**src/rtl/hop_input_ctrl.sv**
```systemverilog
// Keyboard front end: decodes USB keycode slots into a FWFT queue of hop commands with auto-repeat.
// Press reaches hop_valid 2 cycles after keycode; a full queue refuses new events (sticky overflow) unless popping.
module hop_fifo #(
  parameter int W     = 2,
  parameter int DEPTH = 4
) (
  input  logic         Clk,
  input  logic         Reset_n,
  input  logic         push_vld,
  input  logic [W-1:0] push_dat,
  output logic         push_rdy,
  output logic         pop_vld,
  output logic [W-1:0] pop_dat,
  input  logic         pop_rdy
);
  localparam int AW = $clog2(DEPTH);

  logic [W-1:0] mem [DEPTH];
  logic [AW:0]  wr_ptr;
  logic [AW:0]  rd_ptr;
  logic         empty;
  logic         full;
  logic         do_push;
  logic         do_pop;

  assign empty    = (wr_ptr == rd_ptr);
  assign full     = (wr_ptr[AW] != rd_ptr[AW]) && (wr_ptr[AW-1:0] == rd_ptr[AW-1:0]);
  assign do_pop   = !empty && pop_rdy;
  // a pop in the same cycle frees the slot the push needs
  assign push_rdy = !full || do_pop;
  assign do_push  = push_vld && push_rdy;
  assign pop_vld  = !empty;
  assign pop_dat  = empty ? '0 : mem[rd_ptr[AW-1:0]];

  always_ff @(posedge Clk or negedge Reset_n) begin
    if (!Reset_n) begin
      wr_ptr <= '0;
      rd_ptr <= '0;
    end else begin
      if (do_push) wr_ptr <= wr_ptr + (AW+1)'(1);
      if (do_pop)  rd_ptr <= rd_ptr + (AW+1)'(1);
    end
  end

  always_ff @(posedge Clk) begin
    if (do_push) mem[wr_ptr[AW-1:0]] <= push_dat;
  end
endmodule

module hop_input_ctrl #(
  parameter int         NUM_SLOTS    = 2,
  parameter logic [7:0] KEY_UP       = 8'h52,
  parameter logic [7:0] KEY_DOWN     = 8'h51,
  parameter logic [7:0] KEY_LEFT     = 8'h50,
  parameter logic [7:0] KEY_RIGHT    = 8'h4F,
  parameter bit         REPEAT_EN    = 1'b1,
  parameter int         REPEAT_DELAY = 15,
  parameter int         REPEAT_RATE  = 6,
  parameter int         FIFO_DEPTH   = 4
) (
  input  logic                   Clk,
  input  logic                   Reset_n,
  input  logic [8*NUM_SLOTS-1:0] keycode,
  input  logic                   frame_clk,
  input  logic                   hop_ready,
  output logic                   hop_valid,
  output logic [1:0]             hop_dir,
  output logic [3:0]             held,
  output logic [3:0]             last_dir,
  output logic                   overflow
);
  localparam int CNT_MAX = (REPEAT_DELAY > REPEAT_RATE) ? REPEAT_DELAY : REPEAT_RATE;
  localparam int CW      = $clog2(CNT_MAX + 1);
  localparam logic [CW-1:0] DELAY_LD = CW'(REPEAT_DELAY);
  localparam logic [CW-1:0] RATE_LD  = CW'(REPEAT_RATE);

  typedef enum logic {IDLE, ARMED} state_t;

  state_t        state, state_nxt;
  logic [1:0]    act_dir, act_nxt;
  logic [CW-1:0] rpt_cnt, cnt_nxt;
  logic [3:0]    held_raw;
  logic [3:0]    held_q;
  logic [3:0]    press;
  logic          press_any;
  logic [1:0]    press_dir;
  logic [7:0]    slot;
  logic          fs1, fs2, fs3;
  logic          frame_tick;
  logic          rpt_vld;
  logic          enq_vld;
  logic [1:0]    enq_dat;
  logic          enq_rdy;

  always_comb begin
    held_raw = '0;
    slot     = '0;
    for (int k = 0; k < NUM_SLOTS; k++) begin
      slot = keycode[8*k +: 8];
      if (slot == KEY_UP)    held_raw[0] = 1'b1;
      if (slot == KEY_DOWN)  held_raw[1] = 1'b1;
      if (slot == KEY_LEFT)  held_raw[2] = 1'b1;
      if (slot == KEY_RIGHT) held_raw[3] = 1'b1;
    end
  end

  always_ff @(posedge Clk or negedge Reset_n) begin
    if (!Reset_n) begin
      held   <= '0;
      held_q <= '0;
      fs1    <= 1'b0;
      fs2    <= 1'b0;
      fs3    <= 1'b0;
    end else begin
      held   <= held_raw;
      held_q <= held;
      fs1    <= frame_clk;
      fs2    <= fs1;
      fs3    <= fs2;
    end
  end

  assign frame_tick = fs2 & ~fs3;
  assign press      = held & ~held_q;
  assign press_any  = |press;

  // simultaneous presses collapse to one hop: up > down > left > right
  always_comb begin
    press_dir = 2'd3;
    if (press[0])      press_dir = 2'd0;
    else if (press[1]) press_dir = 2'd1;
    else if (press[2]) press_dir = 2'd2;
  end

  always_ff @(posedge Clk or negedge Reset_n) begin
    if (!Reset_n) begin
      state   <= IDLE;
      act_dir <= '0;
      rpt_cnt <= '0;
    end else begin
      state   <= state_nxt;
      act_dir <= act_nxt;
      rpt_cnt <= cnt_nxt;
    end
  end

  always_comb begin
    state_nxt = state;
    act_nxt   = act_dir;
    cnt_nxt   = rpt_cnt;
    rpt_vld   = 1'b0;
    case (state)
      IDLE: begin
        if (press_any && REPEAT_EN) begin
          state_nxt = ARMED;
          act_nxt   = press_dir;
          cnt_nxt   = DELAY_LD;
        end
      end
      ARMED: begin
        if (press_any) begin
          act_nxt = press_dir;
          cnt_nxt = DELAY_LD;
        end else if (!held[act_dir]) begin
          state_nxt = IDLE;
        end else if (frame_tick) begin
          if (rpt_cnt == CW'(1)) begin
            rpt_vld = 1'b1;
            cnt_nxt = RATE_LD;
          end else begin
            cnt_nxt = rpt_cnt - CW'(1);
          end
        end
      end
      default: state_nxt = IDLE;
    endcase
  end

  // a press in the same cycle silently shadows a repeat
  assign enq_vld = press_any | rpt_vld;
  assign enq_dat = press_any ? press_dir : act_dir;

  hop_fifo #(.W(2), .DEPTH(FIFO_DEPTH)) u_fifo (
    .Clk      (Clk),
    .Reset_n  (Reset_n),
    .push_vld (enq_vld),
    .push_dat (enq_dat),
    .push_rdy (enq_rdy),
    .pop_vld  (hop_valid),
    .pop_dat  (hop_dir),
    .pop_rdy  (hop_ready)
  );

  always_ff @(posedge Clk or negedge Reset_n) begin
    if (!Reset_n) begin
      last_dir <= '0;
      overflow <= 1'b0;
    end else begin
      if (enq_vld && enq_rdy)  last_dir <= 4'b0001 << enq_dat;
      if (enq_vld && !enq_rdy) overflow <= 1'b1;
    end
  end
endmodule

```
**config.mk**
```make
export PLATFORM = sky130hd
export DESIGN_NAME = hop_input_ctrl
export DESIGN_NICKNAME = d
export VERILOG_FILES = /design/src/rtl/hop_input_ctrl.sv
export SDC_FILE = /design/constraint.sdc
export NUM_CORES = 1
export LEC_CHECK = 0
export ABC_AREA = 1
export BUFFER_PORTS_ARGS = -buffer_cell sky130_fd_sc_hd__buf_2
export CORE_MARGIN = 1
export CORE_UTILIZATION = 50
export CTS_CLUSTER_SIZE = 28
export DETAILED_ROUTE_END_ITERATION = 10
export PLACE_DENSITY_LB_ADDON = 0.2
export SYNTH_ARGS = -nofsm -noshare
export SYNTH_HDL_FRONTEND = slang
export SYNTH_SLANG_ARGS = --single-unit
```
**constraint.sdc**
```tcl
create_clock -name Clk -period 1.8 [get_ports Clk]
set_clock_uncertainty 0.05 [all_clocks]
set_input_delay 0.36 -clock Clk [delete_from_list [all_inputs] [get_ports Clk]]
set_output_delay 0.36 -clock Clk [all_outputs]
set_load 0.01 [all_outputs]
```
# Word level (Yosys, flattened, before mapping)
# Memory sizes are Yosys's and may differ from the RTL's.
# Cells that the tools add are included.
# totals
register_bits	29
latchBits	0
mem_bits_rw	8
romBits	0
in_bits	20
output_inout_bits	12
elab_cells	81
mem_count	1
# mem_list
name	words	word_bits	rd	rd_clocked_by_memory_dff	wr	line	text
u_fifo.mem	4	2	1	0	1	18	logic [W-1:0] mem [DEPTH];
# op_classes
add_sub_neg	3
n_mul	0
div	0
n_lt_le_gt_ge	1
eq_ne	15
shift	1
mux	32
n_bitwise	6
reduce_logical	10
# ops
operator	n
$eq A8 B7 Y1 const B	8
$mux W1	20
$mux W4	5
$mux W2	4
$pmux W4 S2	1
$add A3 B1 Y3 const B	2
$ne A3 B1 Y1 const B	2
$and A4 B4 Y4	1
$eq A4 B1 Y1 const B	1
$logic_and A1 B1 Y1	4
$not A4 Y4	1
$reduce_or A4 Y1	1
$shl A1 B2 Y4 const A	1
$sub A4 B1 Y4 const B	1
$eq A3 B3 Y1	1
$logic_not A1 Y1	3
$lt A2 B3 Y1 const B	1
$reduce_and A3 Y1	1
$bmux W1 S2	1
$eq A2 B2 Y1	1
$ne A2 B2 Y1 const B	1
$not A1 Y1	2
$pmux W1 S2	1
$and A1 B1 Y1	1
other kinds (3)	3

# Logic depth before layout (Yosys ltp)
# Gate-level depths: netlist of run 1.
# depth
ltp_word	10
ltp_mapped	10
depth_no_buf	9

# Hierarchy
# Synthesis of run 1 repeated with hierarchy kept, for this count alone.
# hier_totals
cells_unflattened	222
area_unflattened_um2	1951.9
# modules_own_cells
mod	instances	cells_per_inst	area_each_um2	seq_area_each_um2
hop_input_ctrl	1	140	1217.4	575.6
hop_fifo	1	82	734.5	390.4

# Worst setup path before layout of run 1
# No wires, ideal clock.
# synth_path
path_type	flip-flop to flip-flop
startpoint	reg rpt_cnt[1]
endpoint	mem u_fifo.mem[0][0] (enable)
setup_time_ps	309
arrival_ps	1349
required_time_ps	1441
slack_ps	93
path_stages_with_launch	10
n_path_buf	1
synth_period_minus_slack_ps	1707
cell_sequence	dfrtp_1 inv_1 ha_1 nand3_1 nor2_1 nand3_1 nand2_4 nand2_2 buf_6 nor2_1
# synth_via
elab_chain_len	10
# synth_lines
item	line	text
from (decl)	81	logic [CW-1:0] rpt_cnt, cnt_nxt;
from (signal assigned)	143	rpt_cnt <= cnt_nxt;
$eq A4 B1 Y1	167	if (rpt_cnt == CW'(1)) begin
$mux W1	167	
$mux W1	166	end else if (frame_tick) begin
$mux W1	164	end else if (!held[act_dir]) begin
$mux W1	161	if (press_any) begin
$mux W1	152	case (state)
$or A1 B1 Y1	180	assign enq_vld = press_any | rpt_vld;
$logic_and A1 B1 Y1	31	assign do_push = push_vld && push_rdy;
$mux W1	46	if (do_push) mem[wr_ptr[AW-1:0]] <= push_dat;
$mux W1 (not written as such)	46	
to (decl)	18	
# No other way between the ends.

# Worst setup path after layout of run 1
# layout_path
startpoint	reg u_fifo.rd_ptr[1]
endpoint	out hop_dir[0]
# layout_via
elab_chain_len	2
elab_cells_between_ends	3
cone_classes	eq/ne (1); mux (1); memory (1)
# layout_lines
item	line	text
from (decl)	20	logic [AW:0] rd_ptr;
from (signal assigned)	41	if (do_pop) rd_ptr <= rd_ptr + (AW+1)'(1);
$mem_v2 Z4 W2 or $eq A3 B3 Y1 (tied branches)	--	
$mux W2 (*)	33	assign pop_dat = empty ? '0 : mem[rd_ptr[AW-1:0]];
to (decl)	67	output logic [1:0] hop_dir,
# Every way passes the cells marked *; elsewhere a longest branch is shown, timed or not.

==> run summary, run 1 <==
Status: finished, final reports clean
Layout filler cell count: 303
Area contributors post-synth: dfrtp_1, edfxtp_1, nand2_1
Grt total ovfl: 0
Crit-path max FO: 6
CTS tree: done
# setup viols final: 0
Post-DP HPWL: 2.56 mm
Post-synth net total: 243
Root buffer cell: clkbuf_8
Die Y: 62.7 µm
Crit share post-route: 99.4%
Final net count: 288
Synth Cell Area: 1840 µm²
Layout cells sized above 1: 23.3%
IO Port Bufs: 31
FF+latch count, synth: 37
LEAKAGE: 0.00115 µW
Area growth from synthesis to layout: 20.0%
Synth Area per Inst: 8.53 µm²
Wire per inst: 11.3 µm
Peak VDD IR: 0.743 mV
CTS sink count: 37
Sw Ratio: 36.5%
Die Wd: 62.7 µm
Hold crit path type: input pin to async pin
Post-Place Cell Area: 2070 µm²
Worst-skew pair later-pin latency: 0.28 ns
CTS Buf Count: 5
P_int: 1730 µW
Largest net degree at the start of global routing: 30
Post-detailed-route count of antenna-violating nets: 0
Clock buffer depth: 2
Pwr/cell area: 1230 nW/µm²
Starting Density: 53.5%
Initial DRC count: 89
Comb power frac: 37.1%
CP arrival: 1.38 ns
Most frequent cells in the layout: nand2_1, inv_1, buf_2
Commonest non-fill, non-tap cell in the layout: nand2_1
First-pass GRT wire length: 6.16 mm
Final hold viol count: 0
Critical Path RT: 1.39 ns
Die Area: 3930 µm²
RSZ-0062 raised after global routing: yes
FMAX: 0.559 GHz
DR pass1 iterations: 4
Antenna Cells: 0
WL final: 3.49 mm
Area share of the largest cell type after synthesis: 39.4%
Clock-pin slew on the worst setup and hold paths: 0.07 ns
Post-CTS Hold Buffers: 0
Fin Hold WS: 0.0444 ns
Routed vias: 1522
Minimum clock period after layout: 1.79 ns
Cell Rows: 21
Vias in the first global route: 1463
Crit path capture type: output port
Crit path kind: flip-flop to output port
Yosys warns: 0
Clk pwr share: 19.8%
Cell count after synthesis: 216
GRT Total Usage: 20.4%
Synth area leader: dfrtp_1
Initial antenna violation count: 0
Sequential area share after synthesis: 52.4%
H-tree depth reported by CTS: 2
Max cap viols: 0
Worst slew margin: 57.4%
Reg power frac: 43.1%
Vias per cell: 4.94
CP Launch Type: flip-flop
Worst Tran Pin Value: 0.640 ns
DRC violations left: 0
Netlist cell types: 27
Core area: 3440 µm²
Final Cell Area: 2210 µm²
IO Count: 32
Routability Congestion: 0.851
Net Sw Power: 993 µW
Max Slew Vio Count: 0
-- sequential cells by signal, summed over array words and instances, names as in the netlist --
register,cells
held,4
rpt_cnt,4
held_q,4
act_dir,2
fs3,1
state,1
fs1,1
last_dir,4
u_fifo.mem,8
u_fifo.wr_ptr,3
overflow,1
fs2,1
u_fifo.rd_ptr,3
-- area by class of cell --
class	count	area [µm²]	share of cell area (%)
clock inverter	1	3.75	0.170
tap	46	57.6	2.60
clock buffer	7	76.3	3.45
timing repair buffer	39	215	9.73
inverter	34	128	5.77
multi-input combinational	144	763	34.5
sequential	37	968	43.8
-- cells in the mapped netlist (all sizes together) --
library cell  count
buf               1
edfxtp            8
nand3b            1
o211ai            1
o21ai             3
nor3b             1
nand3            25
o32ai             2
a21oi             4
ha                7
o31ai             1
nor2             21
xnor2             3
o41ai             2
dfrtp            29
xor2              2
nand2            65
or2               1
o22ai             1
inv              34
nor3              2
nand4             2
-- through the flow --
stage          utilization [%]  worst slack (ns)  power, µW  cells   TNS, ns
4_1_cts                   63.4          -0.00324       2700    307  -0.00324
3_3_place_gp              60.1             0.158       2040    295         0
3_5_place_dp              60.1             0.101       2060    295         0
6_report                  64.3            0.0102       2720    308         0
2_1_floorplan                -            0.0927       1790    216         0
5_1_grt                   64.3            -0.102       2960    308    -0.198
-- power groups by stage --
stage	Sequential, µW	Combinational, µW	Clock, µW
finish	1170	1010	538
global route	1200	1170	584
CTS	1170	966	555
detailed placement	1200	864	0
global placement	1190	846	0
floorplan	1170	617	0
-- cell families after synthesis --
group | share of synthesized area (%)
buffers and inverters | 7.54
xor gates and xnor gates | 2.38
AOI/OAI and AO/OA | 5.16
DFF | 52.4
adders and majority gates | 4.75
and+or+nand+nor | 27.8
-- critical path: stages (launching register included) --
cell and delay (ns):
dfrtp_2 0.45, xor2_1 0.18, a21oi_2 0.15, nand2_2 0.09, nand2_1 0.07, inv_1 0.03
buf_2 0.12
-- path summary, 6_finish.rpt --
kind	end	startpoint	cells past startpoint	slack [ns]
max	hop_dir[0]	u_fifo.rd_ptr[1]$_DFFE_PN0P_	6	0.01
min	u_fifo.rd_ptr[2]$_DFFE_PN0P_	Reset_n	1	0.04
max reg2reg	u_fifo.mem[3][0]$_DFFE_PP_	rpt_cnt[1]$_DFFE_PN0P_	8	0.08
min reg2reg	fs2$_DFF_PN0_	fs1$_DFF_PN0_	0	0.30
max in group asynchronous	u_fifo.rd_ptr[0]$_DFFE_PN0P_	Reset_n	1	1.21
min in group Clk	fs1$_DFF_PN0_	frame_clk	1	0.13
-- routing by layer --
layer  track usage (%)  share of wire [%]
met5                 0                  0
met3              4.93                4.8
met2              33.4                 47
met4              9.59               0.54
met1              25.4                 47
-- timing repair --
action	4_1_cts	5_1_grt
gates cloned	0	0
setup buffers	4	1
endpoints found under the setup margin	3	10
resized for setup	4	7
Note: power is estimated with default switching activity, not from simulation.
==> inputs of run 2 (changes only) <==
--- a/config.mk
+++ b/config.mk
@@ -8,7 +8,7 @@
 export ABC_AREA = 1
 export BUFFER_PORTS_ARGS = -buffer_cell sky130_fd_sc_hd__buf_2
 export CORE_MARGIN = 1
-export CORE_UTILIZATION = 50
+export CORE_UTILIZATION = 30
 export CTS_CLUSTER_SIZE = 28
 export DETAILED_ROUTE_END_ITERATION = 10
 export PLACE_DENSITY_LB_ADDON = 0.2
==> run 2 against run 1 <==
- flip-flop and latch count did not move
- final area rose by 2.4%
- first-iteration DRC count fell by 15%
- sequential share of layout area fell by 0.96 points
- wire length rose by 5.9%
- combinational power barely moved
- clock-buffer cell count fell by 1
- non-clock buffer count rose by 2
- final cell count rose by 10%
- largest cell class unchanged
==> run summary, run 2 (synthesis results as in run 1) <==
Status: finished, final reports clean
Max Slew Vio Count: 0 (unchanged)
Sw Ratio: 36.8% (+0.26 points)
First-pass GRT wire length: 6.29 mm (+2.0%)
LEAKAGE: 0.00116 µW (+1.4%)
Fin Hold WS: 0.0584 ns (+0.0141 ns)
R2r endpoint: u_fifo.mem[3][1]$_DFFE_PP_
Peak VDD IR: 0.466 mV (-37%)
WL final: 3.70 mm (+5.9%)
Crit path kind: flip-flop to output port
Layout cells sized above 1: 23.9% (+0.58 points)
GRT Total Usage: 13.0% (-7.4 points)
Vias in the first global route: 1411 (-3.6%)
Critical R2R Launch: u_fifo.rd_ptr[1]$_DFFE_PN0P_
Final hold viol count: 0 (unchanged)
Seq. cell area: 970 µm² (+0.13%)
Worst-skew pair later-pin latency: 0.29 ns (about the same)
DR pass1 iterations: 4 (unchanged)
Max cap viols: 0 (unchanged)
Root buffer cell: clkbuf_8
DRC violations left: 0 (unchanged)
Final core utilization: 38.3% (-26 points)
Routed vias: 1474 (-3.2%)
Most frequent cells in the layout: nand2_1, inv_1, buf_2
Pwr/cell area: 1230 nW/µm² (-0.36%)
Crit share post-route: 98.6% (-0.88 points)
Post-detailed-route count of antenna-violating nets: 0 (unchanged)
Clk pwr share: 20.2% (+0.4 points)
RSZ-0062 raised after global routing: yes
Worst slew margin: 55.0% (-2.4 points)
Vias per cell: 4.35 (-12%)
Worst Slack Setup Final: 0.0260 ns (+0.0159 ns)
Total Neg Setup Slack: 0 ns (unchanged)
CTS sink count: 37 (unchanged)
Critical Path RT: 1.39 ns (about the same)
Crit path capture type: output port
Area occupied by multi-input gates: 758 µm² (-0.66%)
Clock-pin slew on the worst setup and hold paths: 0.08 ns (about the same)
Die Y: 80.4 µm (+28%)
Comb power frac: 37.4% (+0.3 points)
Pre-CTS setup slack: 0.172 ns (+0.0708 ns)
IO Port Bufs: 31 (unchanged)
Final net count: 290 (+0.69%)
Core area: 5920 µm² (+72%)
FMAX: 0.564 GHz (+0.89%)
Net Sw Power: 1020 µW (+2.7%)
Hold crit path type: input pin to async pin
Worst-case reg-to-reg path depth: 6 (-2)
Area growth from synthesis to layout: 22.9%
Initial DRC count: 76 (-15%)
Grt total ovfl: 0 (unchanged)
Commonest non-fill, non-tap cell in the layout: nand2_1
Post-Place Cell Area: 2110 µm² (+2.1%)
P_int: 1760 µW (+1.6%)
Minimum clock period after layout: 1.77 ns (-0.0159 ns)
Post-CTS Hold Buffers: 0 (unchanged)
CTS Buf Count: 5 (unchanged)
Antenna Cells: 0 (unchanged)
Reg power frac: 42.4% (-0.7 points)
Die Wd: 80.4 µm (+28%)
Reg2Reg Setup Slack: 0.16 ns (+0.08 ns)
H-tree depth reported by CTS: 2 (unchanged)
CTS tree: done
Starting Density: 31.1% (-22 points)
Final Cell Area: 2260 µm² (+2.4%)
Initial antenna violation count: 0 (unchanged)
IO Count: 32 (unchanged)
Max reg flops: 8 (unchanged)
Worst Tran Pin Value: 0.676 ns (+0.0359 ns)
# setup viols final: 0 (unchanged)
Die Area: 6460 µm² (+64%)
Cell Rows: 28 (+33%)
Wire per inst: 10.9 µm (-3.8%)
Crit-path max FO: 7 (+1)
Layout filler cell count: 615 (+100%)
CP Launch Type: flip-flop
Largest net degree at the start of global routing: 30 (unchanged)
CP arrival: 1.36 ns (-0.02 ns)
Routability Congestion: 0.727 (-15%)
Clock buffer depth: 2 (unchanged)
Post-DP HPWL: 2.77 mm (+8.1%)
-- run 2: cell count changes in the layout (fill, tap and decap cells not counted), moves of 2 or more --
cell      previous run  this run
buf_4                8        10
clkinv_2             0         2
nor2_1              16        20
nor2_2               4         0
-- run 2: layout make-up --
| cell class | instances | share of cell area, % |
|---|---|---|
| Sequential cell | 37 | 42.8 |
| Clock inverter | 2 | 0.442 |
| Clock buffer | 6 | 3.20 |
| Tap cell | 75 | 4.14 |
| Multi-Input combinational cell | 144 | 33.5 |
| Timing Repair Buffer | 41 | 10.2 |
| Inverter | 34 | 5.75 |
-- run 2: power groups by stage --
| stage | clock network [µW] | registers (µW) | logic (µW) |
|---|---|---|---|
| 3_5_place_dp | 0 | 1200 | 879 |
| 6_report | 561 | 1180 | 1040 |
| 5_1_grt | 623 | 1200 | 1190 |
| 2_1_floorplan | 0 | 1170 | 617 |
| 3_3_place_gp | 0 | 1200 | 866 |
| 4_1_cts | 584 | 1170 | 1050 |
-- run 2: worst max path at each step --
stage / start / endpoint / slack (ns) / cells after the start
after floorplan: rpt_cnt[1]$_DFFE_PN0P_ / u_fifo.mem[0][0]$_DFFE_PP_ / 0.09 / 9
after global placement: rpt_cnt[1]$_DFFE_PN0P_ / u_fifo.mem[3][0]$_DFFE_PP_ / 0.20 / 8
after detailed placement: rpt_cnt[1]$_DFFE_PN0P_ / u_fifo.mem[3][0]$_DFFE_PP_ / 0.17 / 8
after CTS: u_fifo.rd_ptr[0]$_DFFE_PN0P_ / hop_dir[1] / 0.006 / 7
after global routing: u_fifo.rd_ptr[1]$_DFFE_PN0P_ / hop_dir[0] / -0.1 / 6
final: u_fifo.rd_ptr[1]$_DFFE_PN0P_ / hop_dir[1] / 0.03 / 6
-- run 2: what timing repair did --
item | CTS | global route
endpoints found under the setup margin | 3 | 3
resized for setup | 8 | 1
pin swaps | 2 | 1
buffers inserted | 6 | 0
-- run 2: stage by stage --
stage                     instances  power (µW)
after floorplan                 216        1790
after global placement          325        2060
after detailed placement        325        2080
after CTS                       339        2810
after global routing            339        3020
final                           339        2780
-- run 2: worst max-delay path, stage by stage, from the launching register on --
cell and delay [ns]:
dfrtp_2 0.46, xor2_1 0.16, a21oi_2 0.14, nand2_2 0.09
nand2_1 0.07, inv_1 0.03, buf_2 0.12
-- run 2: metal layers --
metal / vias up / routed length [µm] / GRT usage, %
li1: 786 / - / -
met1: 655 / 1860 / 17.0
met2: 31 / 1670 / 20.6
met3: 2 / 134 / 3.75
met4: 0 / 31 / 4.29
met5: - / 0 / 0
==> inputs of run 3 (changes only) <==
--- a/config.mk
+++ b/config.mk
@@ -6,7 +6,7 @@
 export NUM_CORES = 1
 export LEC_CHECK = 0
 export ABC_AREA = 1
-export BUFFER_PORTS_ARGS = -buffer_cell sky130_fd_sc_hd__buf_2
+export BUFFER_PORTS_ARGS = -buffer_cell sky130_fd_sc_hd__buf_4
 export CORE_MARGIN = 1
 export CORE_UTILIZATION = 30
 export CTS_CLUSTER_SIZE = 28
==> run 3 against run 2 <==
- sequential share of layout area down 2.7 points
- final area grew 6.8%
- fmax decreased by 2.4%
- clock power hardly changed
- the flow now finishes with violations (negative setup slack)
- largest power group is now combinational cells
- core utilization up 2.6 points
==> run summary, run 3 (synthesis results as in run 1) <==
Status: complete, but fails checks
Failing checks: negative setup slack
FMAX: 0.550 GHz (-2.4%)
Final hold viol count: 0 (unchanged)
Vias in the first global route: 1406 (-0.35%)
Bufs and invs on worst path: 2 (unchanged)
Cell chain of the critical path: xor2_2 > a21oi_4 > nand2_2 > nand2_1 > inv_1 > buf_6
Area growth from synthesis to layout: 31.2%
Clock-pin slew on the worst setup and hold paths: 0.07 ns (about the same)
Die Wd: 80.4 µm (unchanged)
Worst-skew pair later-pin latency: 0.29 ns (about the same)
Worst Tran Pin Value: 0.413 ns (-0.263 ns)
Most frequent cells in the layout: nand2_1, buf_4, inv_1
H-tree depth reported by CTS: 2 (unchanged)
CTS tree: done
Max cap viols: 0 (unchanged)
Highest routed layer: met4
Root buffer cell: clkbuf_8
Crit share post-route: 101% (+2.4 points)
IO Port Bufs: 31 (unchanged)
Minimum clock period after layout: 1.82 ns (+0.0430 ns)
CP Launch Type: flip-flop
Layout cells sized above 1: 27.2% (+3.4 points)
Peak VDD IR: 0.489 mV (+4.9%)
WL final: 3.89 mm (+5.2%)
Max Slew Vio Count: 0 (unchanged)
Critical Path RT: 1.39 ns (about the same)
Starting Density: 31.1% (unchanged)
IO Count: 32 (unchanged)
Grt total ovfl: 0 (unchanged)
Routed vias: 1497 (+1.6%)
Post-detailed-route count of antenna-violating nets: 0 (unchanged)
Largest net degree at the start of global routing: 30 (unchanged)
Met2 WL: 1.77 mm (+5.9%)
Die Area: 6460 µm² (unchanged)
CP arrival: 1.41 ns (+0.05 ns)
GRT Total Usage: 13.6% (+0.59 points)
Met3 Wirelength: 132 µm (-1.5%)
Routability Congestion: 0.792 (+9.1%)
Die Y: 80.4 µm (unchanged)
Crit path kind: flip-flop to output port
Final net count: 294 (+1.4%)
Post-DP HPWL: 2.77 mm (-0.13%)
DR pass1 iterations: 4 (unchanged)
Worst Slack Setup Final: -0.0170 ns (-0.0430 ns)
# setup viols final: 2 (+2)
Slowest CP cell: dfrtp_2
Commonest non-fill, non-tap cell in the layout: nand2_1
Wire per inst: 11.3 µm (+4.0%)
LEAKAGE: 0.00121 µW (+3.9%)
Worst slew margin: 72.3% (+17 points)
Hold crit path type: input pin to flip-flop
Fin Hold WS: 0.130 ns (+0.0718 ns)
CTS sink count: 37 (unchanged)
Crit path capture type: output port
Initial antenna violation count: 0 (unchanged)
CTS Buf Count: 5 (unchanged)
Initial DRC count: 56 (-26%)
Vias per cell: 4.36 (+0.38%)
DRC violations left: 0 (unchanged)
Pre-CTS setup slack: 0.145 ns (-0.0266 ns)
Pwr/cell area: 1250 nW/µm² (+1.6%)
Cell Rows: 28 (unchanged)
RSZ-0062 raised after global routing: yes
Routed met1 length: 1.93 mm (+3.7%)
Max reg flops: 8 (unchanged)
Crit-path max FO: 5 (-2)
First-pass GRT wire length: 6.57 mm (+4.5%)
Core area: 5920 µm² (unchanged)
Clock buffer depth: 2 (unchanged)
Antenna Cells: 0 (unchanged)
Max incr delay on CP: 0.47 ns (about the same)
Crit-path leading delay family: flip-flops
[run 3: changes by cell type in the layout (fill, tap and decap cells not counted), sizes merged]
cell | previous run | this run
dlygate4sd3 | 0 | 1
buf | 41 | 44
[run 3: path summary, 6_finish.rpt]
kind	startpoint	end	slack, ns	cells after the start
max in group asynchronous	Reset_n	u_fifo.wr_ptr[1]$_DFFE_PN0P_	0.91	2
min in group asynchronous	Reset_n	held_q[2]$_DFF_PN0_	0.48	2
worst min-delay path	frame_clk	fs1$_DFF_PN0_	0.13	1
worst max-delay path	u_fifo.rd_ptr[1]$_DFFE_PN0P_	hop_dir[1]	-0.02	6
worst max register to register	u_fifo.rd_ptr[1]$_DFFE_PN0P_	u_fifo.mem[0][1]$_DFFE_PP_	0.09	6
worst min register to register	fs1$_DFF_PN0_	fs2$_DFF_PN0_	0.30	0
[run 3: stage by stage]
stage | total power [µW] | utilization [%] | instance area [µm²] | TNS (ns) | std cells
2_1_floorplan | 1790 | - | 1840 | 0 | 216
3_3_place_gp | 2130 | 37.0 | 2190 | 0 | 325
3_5_place_dp | 2130 | 37.0 | 2190 | 0 | 325
4_1_cts | 2970 | 40.4 | 2390 | -0.0127 | 343
5_1_grt | 3260 | 40.8 | 2420 | -0.193 | 343
6_report | 3010 | 40.8 | 2420 | -0.0295 | 343
[run 3: layout make-up]
class,instances,area (µm²)
repair buffers,45,355
clock inverters,2,10.0
flip-flops and latches,37,971
inverters,34,130
fillers,596,3500
multi-input cells,144,786
clock buffers,6,72.6
well taps,75,93.8
[run 3: timing repair]
action | CTS | global route
endpoints found under the hold margin | 29 | 0
resized for setup | 16 | 7
hold buffers | 1 | 0
pin swaps | 4 | 1
endpoints found under the setup margin | 3 | 7
setup buffers | 9 | 0
[run 3: worst reg2reg max path, delay by kind of cell, from the launching register on]
family / cells / cell delay [ns]
XOR/XNOR: 1 / 0.23
flip-flops: 1 / 0.47
AO/OA/AOI/OAI: 1 / 0.05
buffers and inverters: 1 / 0.14
AND/OR/NAND/NOR: 3 / 0.48
[run 3: metal layers]
layer	vias to the layer above	track usage (%)
li1	794	-
met1	669	18.3
met2	29	21.1
met3	5	3.07
met4	0	5.36
met5	-	0
[run 3: power by group]
| group | switching [µW] | internal (µW) | total, µW |
|---|---|---|---|
| registers | 174 | 1030 | 1200 |
| clock network | 296 | 269 | 564 |
| logic | 623 | 626 | 1250 |
| total | 1090 | 1920 | 3010 |
